### src/rtl/chacha_stream_xor.sv
// ChaCha keystream XOR streamer.
// Requests 512-bit keystream blocks from an external chacha_core and XORs
// them, 64 bits at a time (MSB word first), onto a ready/valid plaintext
// stream. The output register drains independently of block refills.
module chacha_stream_xor (
   input  logic         clk,
   input  logic         reset_n,
   input  logic         start,
   output logic         core_init,
   output logic         core_next,
   input  logic         core_ready,
   input  logic [511:0] core_data_out,
   input  logic         core_data_out_valid,
   input  logic         in_valid,
   output logic         in_ready,
   input  logic [63:0]  in_data,
   input  logic         in_last,
   output logic         out_valid,
   input  logic         out_ready,
   output logic [63:0]  out_data,
   output logic         out_last,
   output logic         busy,
   output logic         done,
   output logic [15:0]  blocks_used
);

   typedef enum logic [1:0] {
      ST_IDLE   = 2'd0,
      ST_REQ    = 2'd1,
      ST_WAIT   = 2'd2,
      ST_STREAM = 2'd3
   } state_t;

   state_t         state_r;
   state_t         state_nxt_s;
   logic           first_r;
   logic           wait_first_r;
   logic [2:0]     idx_r;
   logic [511:0]   buf_r;
   logic           core_init_r;
   logic           core_next_r;
   logic           out_valid_r;
   logic [63:0]    out_data_r;
   logic           out_last_r;
   logic           done_r;
   logic [15:0]    blocks_r;

   logic           start_s;
   logic           issue_s;
   logic           latch_s;
   logic           finish_s;
   logic           in_xfer_s;
   logic           out_xfer_s;
   logic           in_ready_s;
   logic [63:0]    word_s;

   // Word k sits at buf_r[511-64k -: 64]; its low bit index is 64*(7-k) = {~k, 6'b0}.
   assign word_s     = buf_r[{~idx_r, 6'd0} +: 64];
   assign in_ready_s = (state_r == ST_STREAM) && (!out_valid_r || out_ready);
   assign in_xfer_s  = in_valid && in_ready_s;
   assign out_xfer_s = out_valid_r && out_ready;
   assign start_s    = (state_r == ST_IDLE) && start;

   assign in_ready    = in_ready_s;
   assign core_init   = core_init_r;
   assign core_next   = core_next_r;
   assign out_valid   = out_valid_r;
   assign out_data    = out_data_r;
   assign out_last    = out_last_r;
   assign done        = done_r;
   assign blocks_used = blocks_r;
   assign busy        = (state_r != ST_IDLE);

   // State register.
   always_ff @(posedge clk or negedge reset_n) begin
      if (!reset_n) begin
         state_r <= ST_IDLE;
      end else begin
         state_r <= state_nxt_s;
      end
   end

   // Next-state decode and one-cycle control strobes.
   always_comb begin
      state_nxt_s = state_r;
      issue_s     = 1'b0;
      latch_s     = 1'b0;
      finish_s    = 1'b0;
      case (state_r)
         ST_IDLE: begin
            if (start) begin
               state_nxt_s = ST_REQ;
            end else begin
               state_nxt_s = ST_IDLE;
            end
         end
         ST_REQ: begin
            if (core_ready) begin
               issue_s     = 1'b1;
               state_nxt_s = ST_WAIT;
            end else begin
               state_nxt_s = ST_REQ;
            end
         end
         ST_WAIT: begin
            // The first WAIT cycle is the pulse cycle; a valid seen then is stale.
            if (!wait_first_r && core_ready && core_data_out_valid) begin
               latch_s     = 1'b1;
               state_nxt_s = ST_STREAM;
            end else begin
               state_nxt_s = ST_WAIT;
            end
         end
         ST_STREAM: begin
            if (in_xfer_s) begin
               if (in_last) begin
                  finish_s    = 1'b1;
                  state_nxt_s = ST_IDLE;
               end else if (idx_r == 3'd7) begin
                  state_nxt_s = ST_REQ;
               end else begin
                  state_nxt_s = ST_STREAM;
               end
            end else begin
               state_nxt_s = ST_STREAM;
            end
         end
         default: begin
            state_nxt_s = ST_IDLE;
         end
      endcase
   end

   // Core handshake: init/next pulses, first-block flag, block counter, stale guard.
   always_ff @(posedge clk or negedge reset_n) begin
      if (!reset_n) begin
         core_init_r  <= 1'b0;
         core_next_r  <= 1'b0;
         first_r      <= 1'b1;
         wait_first_r <= 1'b0;
         blocks_r     <= 16'd0;
      end else begin
         core_init_r  <= issue_s && first_r;
         core_next_r  <= issue_s && !first_r;
         wait_first_r <= issue_s;
         if (start_s) begin
            first_r  <= 1'b1;
            blocks_r <= 16'd0;
         end else if (issue_s) begin
            first_r  <= 1'b0;
            blocks_r <= blocks_r + 16'd1;
         end
      end
   end

   // Keystream buffer and word index.
   always_ff @(posedge clk or negedge reset_n) begin
      if (!reset_n) begin
         buf_r <= 512'd0;
         idx_r <= 3'd0;
      end else if (latch_s) begin
         buf_r <= core_data_out;
         idx_r <= 3'd0;
      end else if (in_xfer_s) begin
         idx_r <= idx_r + 3'd1;
      end
   end

   // Output register: loads on input transfer, clears on drain, otherwise holds.
   always_ff @(posedge clk or negedge reset_n) begin
      if (!reset_n) begin
         out_valid_r <= 1'b0;
         out_data_r  <= 64'd0;
         out_last_r  <= 1'b0;
      end else if (in_xfer_s) begin
         out_valid_r <= 1'b1;
         out_data_r  <= in_data ^ word_s;
         out_last_r  <= in_last;
      end else if (out_xfer_s) begin
         out_valid_r <= 1'b0;
      end
   end

   // End-of-message pulse.
   always_ff @(posedge clk or negedge reset_n) begin
      if (!reset_n) begin
         done_r <= 1'b0;
      end else begin
         done_r <= finish_s;
      end
   end

endmodule

### config.mk
export PLATFORM = sky130hd
export DESIGN_NAME = chacha_stream_xor
export DESIGN_NICKNAME = d
export VERILOG_FILES = /design/src/rtl/chacha_stream_xor.sv
export SDC_FILE = /design/constraint.sdc
export NUM_CORES = 1
export LEC_CHECK = 0
export ABC_AREA = 1
export CAP_MARGIN = 5
export CORE_MARGIN = 3
export CORE_UTILIZATION = 45
export CTS_BUF_LIST = sky130_fd_sc_hd__clkbuf_16
export DETAILED_ROUTE_END_ITERATION = 7
export GPL_TIMING_DRIVEN = 0
export PLACE_DENSITY_LB_ADDON = 0.2
export SETUP_SLACK_MARGIN = 0.02
export SLEW_MARGIN = 20
export SYNTH_ARGS = -nofsm -noshare
export SYNTH_HDL_FRONTEND = slang
export SYNTH_SLANG_ARGS = --single-unit
### constraint.sdc
create_clock -name clk -period 1.88 [get_ports clk]
set_input_delay 0.376 -clock clk [delete_from_list [all_inputs] [get_ports clk]]
set_output_delay 0.376 -clock clk [all_outputs]
set_load 0.05 [all_outputs]
=== After elaboration in Yosys (flattened, before gate mapping) ===
Cells that the tools add are included.

* Register bits: 604
* Bits in latches: 0
* Bits in writable memories: 0
* Bits in read-only memories: 0
* Output and inout port bits: 87
* Memories kept: 0

* Add/sub/neg operators: 2
* $mul: 0
* Div/mod/pow operators: 0
* Order comparisons: 0
* Equal/unequal tests: 4
* Shift operators: 1
* Mux-type cells: 22
* Bitwise logic cells: 2
* Reductions and logical operators: 17

{| class="wikitable"
|+ Operators with widths
! kind !! count
|-
| indexed part select 512 x 10 -> 64 bit || 1
|-
| XOR 64 bit || 1
|-
| two-way mux 16 bit || 2
|-
| adder 16 x 1 -> 16 bit, second input constant || 1
|-
| two-way mux 1 bit || 13
|-
| logical AND 1 bit || 8
|-
| two-way mux 2 bit || 4
|-
| case mux 2 bit (4 select lines) || 1
|-
| nonzero test 2 bit || 4
|-
| two-way mux 3 bit || 2
|-
| == test 2 bit, second input constant || 2
|-
| adder 3 x 1 -> 3 bit, second input constant || 1
|-
| == test 3 bit, second input constant || 1
|-
| zero test 1 bit || 3
|-
| NOT 3 bit || 1
|-
| == test 2 x 1 -> 1 bit, second input constant || 1
|-
| zero test 2 bit || 1
|-
| logical OR 1 bit || 1
|}

=== Depth between registers and ports, before layout ===
Gate-level depths: netlist of run 1.

* Depth after elaboration: 6
* Mapped depth: 11
* Depth with buffers taken out: 9

=== Least setup slack after synthesis of run 1 ===
No wires, ideal clock.

* Path kind: reg-to-reg
* Start: reg out_valid_r, in the netlist out_valid
* End: reg out_data_r[54], in the netlist out_data[54]
* Library setup time: 0.118 ns
* Arrival time: 1.976 ns
* Path slack: -0.214 ns
* Stages on the path, launching flop included: 7
* Path buffers: 2
* Path through: dfrtp_1 > a21oi_2 > nand2_1 > buf_2 > clkbuf_1 > nand2_1 > nand2_1

* Word-level cells in the longest chain between the ends: 4

{| class="wikitable"
|+ Ends and longest elaborated chain
! element !! RTL line !! RTL
|-
| start: declaration || 42 || <nowiki>logic out_valid_r;</nowiki>
|-
| start signal: assignment || 172 || <nowiki>out_valid_r <= 1'b0;</nowiki>
|-
| start signal: assignment || 176 || <nowiki>out_valid_r <= 1'b1;</nowiki>
|-
| start signal: assignment || 180 || <nowiki>out_valid_r <= 1'b0;</nowiki>
|-
| zero test 1 bit || 59 || <nowiki>assign in_ready_s = (state_r == ST_STREAM) && (!out_valid_r || out_ready);</nowiki>
|-
| logical OR 1 bit || 59 ||
|-
| logical AND 1 bit || 59 ||
|-
| via in_ready || 15 || <nowiki>output logic in_ready,</nowiki>
|-
| logical AND 1 bit || 60 || <nowiki>assign in_xfer_s = in_valid && in_ready_s;</nowiki>
|-
| end signal: assignment || 177 || <nowiki>out_data_r <= in_data ^ word_s;</nowiki>
|-
| end: declaration || 43 || <nowiki>logic [63:0] out_data_r;</nowiki>
|}

The timed path passes the listed nets, and every way through them passes these cells.
A chain may end at the register's enable or synchronous reset.

=== Final worst setup path of run 1 ===
* Start: reg state_r[0]
* End: out in_ready

* Word-level cells in the longest chain between the ends: 2

{| class="wikitable"
|+ Ends and longest elaborated chain
! element !! RTL line !! RTL
|-
| start: declaration || 34 || <nowiki>state_t state_r;</nowiki>
|-
| start signal: assignment || 79 || <nowiki>state_r <= state_nxt_s;</nowiki>
|-
| == test 2 bit || 59 ||
|-
| logical AND 1 bit || 59 ||
|-
| end: declaration || 15 ||
|}

Every way passes these cells.

==> results of run 1 <==
==> registers in the layout, indices dropped and copies added (netlist names) <==
register	count
idx_r	3
blocks_used	16
buf_r	512
core_init	1
out_last	1
first_r	1
state_r	2
done	1
core_next	1
wait_first_r	1
out_valid	1
out_data	64
==> metal layers <==
layer,wire length (µm),GRT usage,up-vias
met5,216,0,-
met1,47310,0.4413,13710
met2,59430,0.5997,1369
li1,-,-,12763
met3,11530,0.09454,323
met4,6157,0.1751,30
==> where the power goes <==
group,switching (mW),internal [mW],leakage [nW]
sequential,2.31,19.0,6.81
clock,5.60,7.34,1.07
combinational,18.9,10.4,12.0
==> cell type report <==
class | instances | area [µm²] | area share
Sequential cell | 604 | 15120 | 0.3745
Multi-Input combinational cell | 2284 | 11290 | 0.2797
Timing Repair Buffer | 690 | 7064 | 0.1750
Buffer | 212 | 1998 | 0.04949
Clock buffer | 71 | 1777 | 0.04401
Inverter | 449 | 1693 | 0.04193
Tap cell | 837 | 1047 | 0.02594
Clock inverter | 46 | 302.8 | 0.007500
Antenna cell | 31 | 77.57 | 0.001922
==> synthesized netlist by cell type (12+ instances only) <==
cell type  number
dfrtp_1       603
nand3b_1       17
nor2_1        406
mux2_1        110
nand2_1       810
o21ai_0        12
clkbuf_1       97
buf_1          21
nand3_1       502
buf_2          92
mux2_2         26
inv_1         446
a21oi_1       382
==> timing repair <==
item,CTS,global route
pin swaps,4,0
gates resized for setup,588,274
cloned,2,3
setup endpoints to repair,642,561
buffers inserted,8,1
hold buffers,1,0
endpoints found under the hold margin,45,0
==> cell families after synthesis <==
logic type,Yosys count,synth area share
buffers and inverters,661,0.09110
flip-flops,604,0.5289
AO/OA/AOI/OAI,397,0.06987
XOR/XNOR,3,0.0009195
adder cells (fa/ha/maj),3,0.001313
AND/OR/NAND/NOR,1745,0.2543
multiplexers,136,0.05358
==> path summary, 6_finish.rpt <==
| kind | startpoint | endpoint | slack (ps) | cells after the start |
|---|---|---|---|---|
| worst max-delay path | state_r[0]$_DFF_PN0_ | in_ready | -60 | 4 |
| max in group asynchronous | reset_n | buf_r[313]$_DFFE_PN0P_ | 350 | 4 |
| min in group clk | core_data_out[371] | buf_r[371]$_DFFE_PN0P_ | 340 | 3 |
| worst min register to register | out_data[40]$_DFFE_PN0P_ | out_data[40]$_DFFE_PN0P_ | 480 | 2 |
| worst max register to register | idx_r[0]$_DFFE_PN0P_ | out_data[22]$_DFFE_PN0P_ | -10 | 11 |
| worst min-delay path | reset_n | buf_r[146]$_DFFE_PN0P_ | 270 | 2 |
==> cell usage in the layout (no fill, tap or decap), types with 7 or more instances in the layout <==
cell type        synthesis  routed
nor2_1                 406     347
clkinv_2                 0      10
buf_16                   0       7
a21oi_1                382     347
inv_1                  446     459
nand2_1                810     807
a21oi_2                  1      35
clkbuf_8                 0      10
nor2_4                   0      10
dfrtp_1                603     601
nor2_2                   0      49
buf_12                   0       7
o21ai_0                 12      12
nand3_1                502     489
clkdlybuf4s50_1          0     582
mux2_2                  26      26
diode_2                  0      31
buf_4                    2      41
buf_2                   92      28
buf_6                    0      59
clkbuf_2                 0      43
nand3b_1                17      17
clkinv_1                 1      16
clkdlybuf4s15_2          0      57
mux2_1                 110     109
clkbuf_16                0      80
buf_8                    0      15
clkbuf_4                 0      32
clkdlybuf4s15_1          0       8
nand3_2                  1      13
==> worst max-delay path, delay by kind of cell, from the launching register on <==
family	cells	cell delay, ps
DFF	1	420
buffers and inverters	2	300
AOI/OAI and AO/OA	1	170
and+or+nand+nor	1	60
==> summary.md, run 1 <==
| Metric | Value |
|---|---|
| Final instance area | `40370 µm²` |
| CP dominant cell by count | `buf_6` |
| Post-Syn Instances | `3549` |
| Initial core utilization | `0.4589` |
| Syn Nets | `4136` |
| Maximum vdd ir drop | `1.008 mV` |
| Synth Register Bits | `604` |
| Util after Layout | `0.6482` |
| Die ar. | `66570 µm²` |
| Endpoints failing hold | `0` |
| Fin crit share | `1.031` |
| Fillers | `5318` |
| Leakage | `19.90 nW` |
| Crit. End Element | `primary output` |
| H-Tree Depth | `3` |
| Setup TNS | `-64.80 ps` |
| Cell Area, Synth | `28580 µm²` |
| Max Cap Viol | `0` |
| Syn-to-layout area delta | `41.25%` |
| DR iter-0 viols | `2660` |
| Share of layout cells above drive strength 1 | `0.1244` |
| Port bufs | `670` |
| Synth unique cells | `27` |
| Power Density | `1575 nW/µm²` |
| Final Net Count | `4897` |
| DRC | `0` |
| Post-synth EDFFs | `0` |
| First-pass detailed-route iteration total | `6` |
| Post-place setup slack | `-1197 ps` |
| Global route total overflow | `0` |
| Routability cong. | `0.9091` |
| Clock skew | `20.00 ps` |
| Synth top area share | `0.5280` |
| Dpl cells | `5063` |
| Hpwl dp | `92.53 mm` |
| Maximum buffer depth of the clock tree | `3` |
| Average size of a mapped cell | `8.053 µm²` |
| Skew-Pair Late Insertion Delay | `610 ps` |
| Slowest cell on the critical path | `dfrtp_2` |
| Area contributors post-synth | `dfrtp_1 (53%), nand2_1 (11%), nand3_1 (8.8%), a21oi_1 (6.7%), inv_1 (5.9%)` |
| Yosys Warn Count | `0` |
| Main synth FF type | `dfrtp_1` |
| Pin count of the biggest net entering global routing | `97` |
| Slowest stage delay, CP | `420 ps` |
| Global-route wire length before repair | `176.7 mm` |
| Failing checks | `setup timing` |
| Tightest Hold Check Type | `input port to async pin` |
| Type of the worst setup path | `register to primary output` |
| # rows | `91` |
| Critical-path maximum fanout | `3` |
| Startpoint Class | `register` |
| Worst EP required | `1500 ps` |
| Cell Chain, Critical Path | `buf_6 > nand2_2 > a21oi_4 > buf_6` |
| Min Tclk post-route | `1938 ps` |
| CTS Sinks | `604` |
| Tot Pwr | `63.60 mW` |
| CTS tree | `done` |
| Seq/Total Area, Yosys | `0.5289` |
| Core region area | `62280 µm²` |
| Routed vias | `28195` |
| Tot GR Track Use | `0.3623` |
| Wirelength, routed | `124.6 mm` |
| Clock Root Buffer | `clkbuf_16` |
| Fin. max-slew vios | `0` |
| Placed Area | `36540 µm²` |
| Drt wl/cell | `23.86 µm` |
| Worst-path clk slew | `60 ps` |
| Post-synth ARST share | `1.000` |
| Final WS setup | `-58.01 ps` |
| Headroom to the max-slew limit | `0.5828` |
| Fmax | `0.5160 GHz` |
| Initial antenna violation count | `48` |
| Die height | `258.0 µm` |
| RSZ-0062 raised after global routing | `true` |
| I/O Pins | `671` |
| Post-Layout Cell Count | `5224` |
| CP arrival | `1560 ps` |
| Number of global-route vias before repair | `27178` |
| Routed Antenna Nets | `0` |
| Avg Vias per Cell | `5.397` |
| Hold WS | `274.9 ps` |
| Num CTS Buffers | `69` |
| Status | `finished with violations` |
| Tightest Pin Transition | `625.9 ps` |
| Biggest area consumer among synthesized cells | `dfrtp_1` |
| Die W | `258.0 µm` |
| # setup viols final | `2` |
No activity file was read; power rests on OpenSTA's default activity.
==> inputs of run 2 (changes only) <==
ABC_AREA = not set   (was 1)
CORE_AREA = 3 3 257 259   (was not set)
CORE_MARGIN = not set   (was 3)
CORE_UTILIZATION = not set   (was 45)
DIE_AREA = 0 0 260 262   (was not set)
==> summary.md, run 2 <==
| Metric | Value |
|---|---|
| Slowest cell on the critical path | `mux4_2` |
| Post-synth ARST share | `1.000 (unchanged)` |
| Max Cap Viol | `0 (unchanged)` |
| Fillers | `5480 (+3.0%)` |
| CP dominant cell by count | `buf_12` |
| Critical-path maximum fanout | `10 (+7)` |
| Headroom to the max-slew limit | `0.4882 (-0.09454)` |
| WP buf/inv | `3 (+1)` |
| Worst EP required | `2350 ps (+850 ps)` |
| Avg Vias per Cell | `5.122 (-5.1%)` |
| Synth unique cells | `38 (+41%)` |
| Area contributors post-synth | `dfrtp_1 (56%), nand2_1 (23%), mux4_2 (10%), mux2i_1 (2.4%), xor2_1 (2.2%)` |
| Average size of a mapped cell | `9.648 µm² (+20%)` |
| Maximum buffer depth of the clock tree | `3 (unchanged)` |
| Fmax | `0.4814 GHz (-6.7%)` |
| Startpoint Class | `register` |
| Port bufs | `670 (unchanged)` |
| Maximum vdd ir drop | `0.9355 mV (-7.2%)` |
| Dpl cells | `4325 (-15%)` |
| Post-synth top cells | `nand2_1 (1617), dfrtp_1 (603), mux4_2 (125)` |
| Placed Area | `34910 µm² (-4.5%)` |
| Routed vias | `23098 (-18%)` |
| Wirelength, routed | `106.1 mm (-15%)` |
| Tot GR Track Use | `0.3038 (-0.05849)` |
| Die W | `260 µm (+0.77%)` |
| Global-route wire length before repair | `151.5 mm (-14%)` |
| Status | `finished with violations` |
| Core region area | `64120 µm² (+2.9%)` |
| Number of global-route vias before repair | `23351 (-14%)` |
| Final instance area | `38340 µm² (-5.0%)` |
| Drt wl/cell | `23.52 µm (-1.4%)` |
| Share of layout cells above drive strength 1 | `0.1534 (+0.02897)` |
| Crit-path leading delay family | `multiplexers` |
| Post-Syn Instances | `2793 (-21%)` |
| CTS tree | `done` |
| Endpoints failing hold | `80 (+80)` |
| Skew-Pair Late Insertion Delay | `610 ps (about the same)` |
| Syn-to-layout area delta | `42.29%` |
| Pin count of the biggest net entering global routing | `97 (unchanged)` |
| Num CTS Buffers | `69 (unchanged)` |
| Most frequent cells in the layout | `nand2_1 (1616), dfrtp_1 (595), clkdlybuf4s50_1 (582)` |
| Die height | `262 µm (+1.5%)` |
| WP depth | `7 (+3)` |
| Main synth FF type | `dfrtp_1` |
| Flip-flop count of the largest register after layout | `512 (unchanged)` |
| Die ar. | `68120 µm² (+2.3%)` |
| Post-Layout Cell Count | `4510 (-14%)` |
| Synth Register Bits | `604 (unchanged)` |
| Fin crit share | `1.105 (+0.07400)` |
| Yosys Warn Count | `0 (unchanged)` |
| Failing checks | `hold timing, setup timing` |
| DRC | `0 (unchanged)` |
| Final Net Count | `4156 (-15%)` |
| Hold WS | `-312.2 ps (-587.2 ps)` |
| Seq/Total Area, Yosys | `0.5610 (+0.03210)` |
| Most common cell after layout, fill and taps aside | `nand2_1` |
| RSZ-0062 raised after global routing | `true` |
| First-pass detailed-route iteration total | `5 (-1)` |
| Syn Nets | `3380 (-18%)` |
| H-Tree Depth | `3 (unchanged)` |
| Final WS setup | `-197.1 ps (-139.1 ps)` |
| Crit. End Element | `register` |
| Post-synth EDFFs | `0 (unchanged)` |
| Area of the multi-input gates | `11320 µm² (+0.22%)` |
| Util after Layout | `0.5980 (-0.05020)` |
| Post-place setup slack | `-1756 ps (-558.6 ps)` |
| Initial core utilization | `0.4203 (-0.03863)` |
| Synth top area share | `0.5600 (+0.03204)` |
| Clock Root Buffer | `clkbuf_16` |
| Min Tclk post-route | `2077 ps (+139.1 ps)` |
| Routability cong. | `0.8720 (-4.1%)` |
| Global route total overflow | `0 (unchanged)` |
| Hpwl dp | `75.72 mm (-18%)` |
| Tightest Pin Transition | `767.7 ps (+141.8 ps)` |
| Largest Register | `buf_r` |
| Setup TNS | `-6766 ps (-6701 ps)` |
| Leakage | `18.46 nW (-7.2%)` |
| Power Density | `1589 nW/µm² (+0.85%)` |
| Routed Antenna Nets | `0 (unchanged)` |
| Reg area | `15130 µm² (about the same)` |
| CP arrival | `2540 ps (+980 ps)` |
| Fin. max-slew vios | `0 (unchanged)` |
| CTS Sinks | `604 (unchanged)` |
| Slowest stage delay, CP | `590 ps (+170 ps)` |
| Worst-path clk slew | `60 ps (about the same)` |
| Cell Chain, Critical Path | `buf_6 > buf_12 > buf_12 > mux4_2 > mux2i_4 > xor2_1 > o21ai_1` |
| Reg2reg path depth | `7 (-4)` |
| Tightest Hold Check Type | `input port to async pin` |
| Type of the worst setup path | `register to register` |
| # rows | `93 (+2.2%)` |
| DR iter-0 viols | `1823 (-31%)` |
| Top-count cell post-synth | `nand2_1` |
| Cell Area, Synth | `26950 µm² (-5.7%)` |
| Initial antenna violation count | `40 (-17%)` |
| # setup viols final | `57 (+55)` |
| Clock skew | `19.21 ps (-0.7931 ps)` |
| Biggest area consumer among synthesized cells | `dfrtp_1` |
| I/O Pins | `671 (unchanged)` |
run 2: worst reg2reg max path: stages (launching register included):
cell and delay (ps):
dfrtp_1 390, buf_6 140, buf_12 170, buf_12 180, mux4_2 600, mux2i_4 210
xor2_1 170, o21ai_1 70
run 2: layer usage:
metal  part of all wire  GRT usage
met1               0.39     0.3860
met4              0.029     0.1003
met3              0.079    0.07295
met5             0.0013          0
met2               0.50     0.5135
run 2: final timing paths:
check / startpoint / end / slack [ps]
setup / recovery: idx_r[0]$_DFFE_PN0P_ / out_data[9]$_DFFE_PN0P_ / -200
hold / removal: reset_n / blocks_used[11]$_DFFE_PN0P_ / -310
setup reg to reg: idx_r[0]$_DFFE_PN0P_ / out_data[9]$_DFFE_PN0P_ / -200
hold reg to reg: first_r$_DFFE_PN1P_ / first_r$_DFFE_PN1P_ / 470
max in group asynchronous: reset_n / buf_r[340]$_DFFE_PN0P_ / 350
min in group clk: core_data_out[15] / buf_r[15]$_DFFE_PN0P_ / 290
run 2: cell type report:
class,instances,area share
antenna,37,0.002415
tap,855,0.02790
multi-input combinational,2017,0.2952
clock buffer,70,0.04569
sequential,604,0.3945
inverter,5,0.0005548
timing repair buffer,706,0.1884
clock inverter,50,0.006951
buffer,166,0.03844
run 2: logic make-up after synthesis:
kind of cell               count (synthesis)  synth area share
muxes                                    193            0.1316
AOI/OAI and AO/OA                         88           0.01727
and+or+nand+nor                         1662            0.2351
DFF                                      604            0.5610
adders and majority gates                  3          0.001393
xor gates and xnor gates                  70           0.02275
buffers and inverters                    173           0.03093
run 2: through the flow:
stage / power, mW / hold WS, ps
finish: 60.91 / -312.2
global route: 64.30 / -287.2
CTS: 60.60 / -303.3
detailed placement: 46.05 / 420.6
global placement: 45.48 / 451.9
floorplan: 37.23 / 80.41
run 2: what timing repair did:
action                                 4_1_cts  5_1_grt
setup buffers                               18        7
endpoints found under the hold margin       80       80
pin swaps                                   20        9
resized for setup                          522      106
setup endpoints to repair                  740      646
cloned                                       2        4
run 2: power by group:
part           total [mW]  leakage [nW]  switching (mW)  internal, mW
combinational        26.3          9.82            14.5          11.8
sequential           22.2          7.57            3.32          18.9
clock                12.4          1.07            5.56          6.89
